===== src/rtl/snd_dc_filter.sv =====
// Sound post-processing: samples an 8-bit unsigned core sound byte, removes DC with a
// leaky high-pass, smooths with a one-pole low-pass and emits a saturated signed 16-bit sample.
module snd_dc_filter #(
  parameter int unsigned CLK_DIV  = 512,
  parameter int unsigned HP_SHIFT = 10,
  parameter int unsigned LP_SHIFT = 2,
  parameter int unsigned ACC_W    = 24
) (
  input  logic               clk_sys,
  input  logic               reset,
  input  logic [7:0]         snd_in,
  input  logic               bypass,
  input  logic               mute,
  output logic signed [15:0] audio_out,
  output logic               audio_vld
);

  localparam int unsigned CntW = $clog2(CLK_DIV);
  localparam int unsigned SumW = ACC_W + 1;
  localparam logic signed [ACC_W-1:0] SatHi = ACC_W'(32767);
  localparam logic signed [ACC_W-1:0] SatLo = ACC_W'(-32768);

  logic [CntW-1:0] div_q;
  logic            stb;

  // S1 registers
  logic                    s1_vld_q;
  logic signed [ACC_W-1:0] x_q;
  logic                    byp1_q;
  logic                    mute1_q;

  // S2 registers and filter state
  logic                    s2_vld_q;
  logic                    byp2_q;
  logic                    mute2_q;
  logic signed [ACC_W-1:0] xp_q;
  logic signed [ACC_W-1:0] y_q;
  logic signed [ACC_W-1:0] z_q;

  logic signed [15:0]      x16;
  logic signed [ACC_W-1:0] x_ext;
  logic signed [ACC_W-1:0] y_shr;
  logic signed [SumW-1:0]  y_sum;
  logic signed [ACC_W-1:0] y_new;
  logic signed [SumW-1:0]  zd;
  logic signed [SumW-1:0]  zd_shr;
  logic signed [SumW-1:0]  z_sum;
  logic signed [ACC_W-1:0] z_new;
  logic signed [ACC_W-1:0] src;
  logic signed [15:0]      sat;
  logic                    unused_sum_msb;

  assign stb = (div_q == CntW'(CLK_DIV - 1));

  always_comb begin
    // Offset-binary to two's complement, left-justified to 16 bits
    x16    = {~snd_in[7], snd_in[6:0], 8'h00};
    x_ext  = {{(ACC_W - 16){x16[15]}}, x16};

    y_shr  = y_q >>> HP_SHIFT;
    y_sum  = SumW'(x_q) - SumW'(xp_q) + SumW'(y_q) - SumW'(y_shr);
    y_new  = y_sum[ACC_W-1:0];

    zd     = SumW'(y_q) - SumW'(z_q);
    zd_shr = zd >>> LP_SHIFT;
    z_sum  = SumW'(z_q) + zd_shr;
    z_new  = z_sum[ACC_W-1:0];

    // In S3 xp_q already holds this sample's x
    src    = byp2_q ? xp_q : z_new;
    if (src > SatHi) begin
      sat = 16'sh7fff;
    end else if (src < SatLo) begin
      sat = -16'sh8000;
    end else begin
      sat = src[15:0];
    end
  end

  assign unused_sum_msb = ^{y_sum[ACC_W], z_sum[ACC_W]};

  always_ff @(posedge clk_sys) begin
    if (reset) begin
      div_q     <= '0;
      s1_vld_q  <= 1'b0;
      x_q       <= '0;
      byp1_q    <= 1'b0;
      mute1_q   <= 1'b0;
      s2_vld_q  <= 1'b0;
      byp2_q    <= 1'b0;
      mute2_q   <= 1'b0;
      xp_q      <= '0;
      y_q       <= '0;
      z_q       <= '0;
      audio_out <= '0;
      audio_vld <= 1'b0;
    end else begin
      div_q <= stb ? '0 : div_q + 1'b1;

      s1_vld_q <= stb;
      if (stb) begin
        x_q     <= x_ext;
        byp1_q  <= bypass;
        mute1_q <= mute;
      end

      s2_vld_q <= s1_vld_q;
      if (s1_vld_q) begin
        xp_q    <= x_q;
        y_q     <= y_new;
        byp2_q  <= byp1_q;
        mute2_q <= mute1_q;
      end

      audio_vld <= s2_vld_q;
      if (s2_vld_q) begin
        z_q       <= z_new;
        audio_out <= mute2_q ? 16'sh0000 : sat;
      end
    end
  end

endmodule

===== config.mk =====
export PLATFORM = sky130hd
export DESIGN_NAME = snd_dc_filter
export DESIGN_NICKNAME = d
export VERILOG_FILES = /design/src/rtl/snd_dc_filter.sv
export SDC_FILE = /design/constraint.sdc
export NUM_CORES = 1
export LEC_CHECK = 0
export ABC_AREA = 1
export CAP_MARGIN = 0
export CORE_MARGIN = 1
export CORE_UTILIZATION = 45
export DETAILED_ROUTE_END_ITERATION = 7
export GPL_TIMING_DRIVEN = 0
export PLACE_DENSITY = 0.69
export SLEW_MARGIN = 30
export SYNTH_ARGS = -nofsm -noshare
export SYNTH_HDL_FRONTEND = slang
export SYNTH_SLANG_ARGS = --single-unit

===== constraint.sdc =====
create_clock -name clk_sys -period 5.7 [get_ports clk_sys]
set_input_delay 1.425 -clock clk_sys [delete_from_list [all_inputs] [get_ports clk_sys]]
set_output_delay 1.425 -clock clk_sys [all_outputs]
set_load 0.02 [all_outputs]

==> flow_metrics.py <==
metrics = {
    "setup_path": {
        "critical_path.max_fanout": 10,
        "crit_path_frequent_cell": "nand2_1",
        "cp.arrival_ns": 4.99,
        "path_class": "flip-flop to flip-flop",
        "setup.worst_path.end_class": "flip-flop",
        "crit_path_top_delay_cell": "ha_1",
        "max_stage_delay_ns": 0.43,
        "worstPathRequired_ns": 5.93,
        "cp-start-kind": "flip-flop",
    },
    "global_routing": {
        "grt-ovfl-total": 0,
        "grt_pass1_vias": 7391,
        "grt_pass1_wl_microns": 37960,
        "antenna_found_initial": 0,
        "grt_usage_pct": 25.01,
        "grt_max_degree": 21,
    },
    "synth": {
        "synthCells": 1278,
        "yosys-top-cells-area": "dfxtp_1 23%, nand2_1 15%, ha_1 12%",
        "synth_top_area_cell": "dfxtp_1",
        "synth_edf_count": 0,
        "ys_seq_area_share_pct": 22.68,
        "synth.net_count": 1400,
        "synth.cell_area_sq_um": 8473,
        "syn_avg_cell_area_sq_um": 6.630,
        "synthDistinctLibCells": 43,
        "ys_seq_elements": 96,
        "synthArstFlopShare_pct": 0,
        "synth_top_area_share_pct": 22.68,
        "synth-main-ff-cell": "dfxtp_1",
        "yosys_warnings": 0,
    },
    "floorplanning": {
        "initial_core_util_pct": 46.53,
        "die_x_microns": 139.2,
        "die_y_microns": 139.2,
        "io_pins": 29,
        "die_area_sq_um": 19380,
        "num_rows": 49,
        "core-area_sq_um": 18210,
    },
    "clock_tree": {
        "cts-resized-gates": 0,
        "cts_root_buffer": "clkbuf_16",
        "htreeDepth": 3,
        "cts_buffer_depth": 2,
        "cts_buffers": 9,
        "holdBufCountCts": 0,
        "cts.sinks": 96,
        "clock_latency_ns": 0.37,
        "clk_pin_slew_ns": 0.08,
        "postCtsSetupBuffers": 0,
        "cts_tree": "built",
    },
    "detailed_routing": {
        "drt_iter0_markers": 497,
        "wire_per_inst_microns": 14.97,
        "met2WireLength_microns": 10490,
        "antenna_left": 0,
        "route.met3.wl_microns": 969,
        "drc_errors": 1,
        "drt_first_pass_iters": 7,
        "num_vias": 7880,
        "top_layer_used": "met4",
        "drt-total-wl_microns": 23200,
        "via_per_inst": 5.084,
        "wl_met1_microns": 11060,
    },
    "final_layout": {
        "fin_nets": 1438,
        "num_antenna_cells": 0,
        "syn_to_final_growth_pct": 10.19,
        "drive_gt1_share_pct": 5.299,
    },
    "sta": {
        "drv_slew": 0,
        "finalWorstSetupSlack_ns": 0.9406,
        "setup_violations": 0,
        "tns_ns": 0,
        "fmax_mhz": 210.1,
        "rsz0062_at_grt": "no",
        "fin_crit_ns": 4.759,
        "period_share_pct": 83.50,
        "clock_skew_ns": 0.01289,
        "worstMarginPinSlew_ns": 0.7160,
        "max_slew_margin_pct": 52.27,
        "finalHoldViolCount": 0,
    },
    "power_and_ir_drop": {
        "total_power_mw": 1.328,
        "power.density_nw_per_um2": 142.3,
        "irDropWorstVdd_mv": 0.1458,
        "p_leak_nw": 4.830,
    },
    "placed_design": {
        "port_buffers": 27,
        "hpwl_microns": 19210,
        "gp_congestion": 0.9872,
        "place_ws_ns": 1.056,
    },
    "run_status": {
        "status": "finished, violations left",
        "violations": "design-rule violations",
    },
    "run": {
        "cap_violations": 0,
    },
    "min_path": {
        "hp-class": "flip-flop to flip-flop",
    },
}
-- layout by cell type, fill, tap and decap left out, types with 2 or more instances in the layout --
cell,netlist,layout
nand2_1,333,333
inv_1,236,236
dfxtp_1,96,96
nor2_1,94,94
a21oi_1,92,92
ha_1,83,83
o21ai_0,71,71
nand3_1,43,43
fa_1,27,27
clkdlybuf4s50_1,0,27
xnor2_1,25,25
xor2_1,24,24
clkbuf_1,22,22
o211ai_1,21,21
nand2_2,17,17
a21oi_2,14,14
nand4_1,12,12
nor2_2,9,9
clkbuf_16,0,9
o21ai_1,6,6
a31oi_1,5,5
a21o_1,4,4
nor3_1,4,4
o21bai_1,4,4
buf_1,4,4
inv_2,3,3
a22o_1,3,3
nand3_2,3,3
nor4_1,2,2
o221ai_1,2,2
nor3b_1,2,2
buf_4,2,2
a211oi_1,2,2
a21boi_0,2,2
inv_8,0,2
inv_6,0,2
clkinv_8,0,2
-- state kept, by name (all words and copies together), names as in the netlist, 8 cells and up --
signal	flops
x_q	8
xp_q	8
audio_out	16
z_q	24
y_q	24
div_q	9
-- worst paths after layout --
check / startpoint / to / slack [ns] / cells past startpoint
setup / recovery: z_q[3] / audio_out[6] / 0.94 / 29
hold / removal: audio_out[3] / audio_out[3] / 0.47 / 2
setup reg to reg: z_q[3] / audio_out[6] / 0.94 / 29
hold reg to reg: audio_out[3] / audio_out[3] / 0.47 / 2
-- area by class of cell --
cell class	count	area, sq um
plain buffers	30	138.9
fillers	1850	8872
clock inverters	7	81.33
repair buffers	27	270.3
multi-input cells	912	5512
inverters	240	900.9
clock buffers	9	225.2
flip-flops and latches	96	1922
well taps	229	286.5
-- cells by family after synthesis --
kind of cell             synth area share [%]
flip-flops                              22.68
buffers and inverters                   12.27
XOR/XNOR                                5.065
adder cells (fa/ha/maj)                 18.64
AO/OA/AOI/OAI                           15.55
AND/OR/NAND/NOR                         25.80
-- worst max-delay path, delay by kind of cell (launching register included) --
kind | cells | cell delay [ns]
and+or+nand+nor | 16 | 1.68
AOI/OAI and AO/OA | 8 | 1.50
DFF | 1 | 0.42
buffers and inverters | 3 | 0.29
adders and majority gates | 2 | 0.74
-- metrics by stage --
stage / instance area [sq um] / util, % / hold slack [ns] / instances
after CTS: 9336 / 51.27 / 0.4661 / 1550
after floorplan: 8473 / - / 0.4176 / 1278
after detailed placement: 9030 / 49.59 / 0.4541 / 1534
after global routing: 9336 / 51.27 / 0.4830 / 1550
after global placement: 9030 / 49.59 / 0.4319 / 1534
final: 9336 / 51.27 / 0.4654 / 1550
-- layer usage --
layer | up-vias | GRT usage (%)
met2 | 176 | 41.36
met5 | - | 0
met1 | 3551 | 33.63
met4 | 0 | 8.421
li1 | 4118 | -
met3 | 35 | 3.097
-- cell usage after synthesis (21+ instances only) --
master and number:
nand2_1 333, clkbuf_1 22, a21oi_1 92, xnor2_1 25, o211ai_1 21, nor2_1 94
nand3_1 43, ha_1 83, o21ai_0 71, xor2_1 24, dfxtp_1 96, fa_1 27
inv_1 236
-- where the power goes --
part           switching (mW)  internal (mW)
sequential            0.00107          0.672
combinational          0.0177        0.00969
clock                   0.314          0.314
total                   0.333          0.995
(Power assumes the default switching activity.)
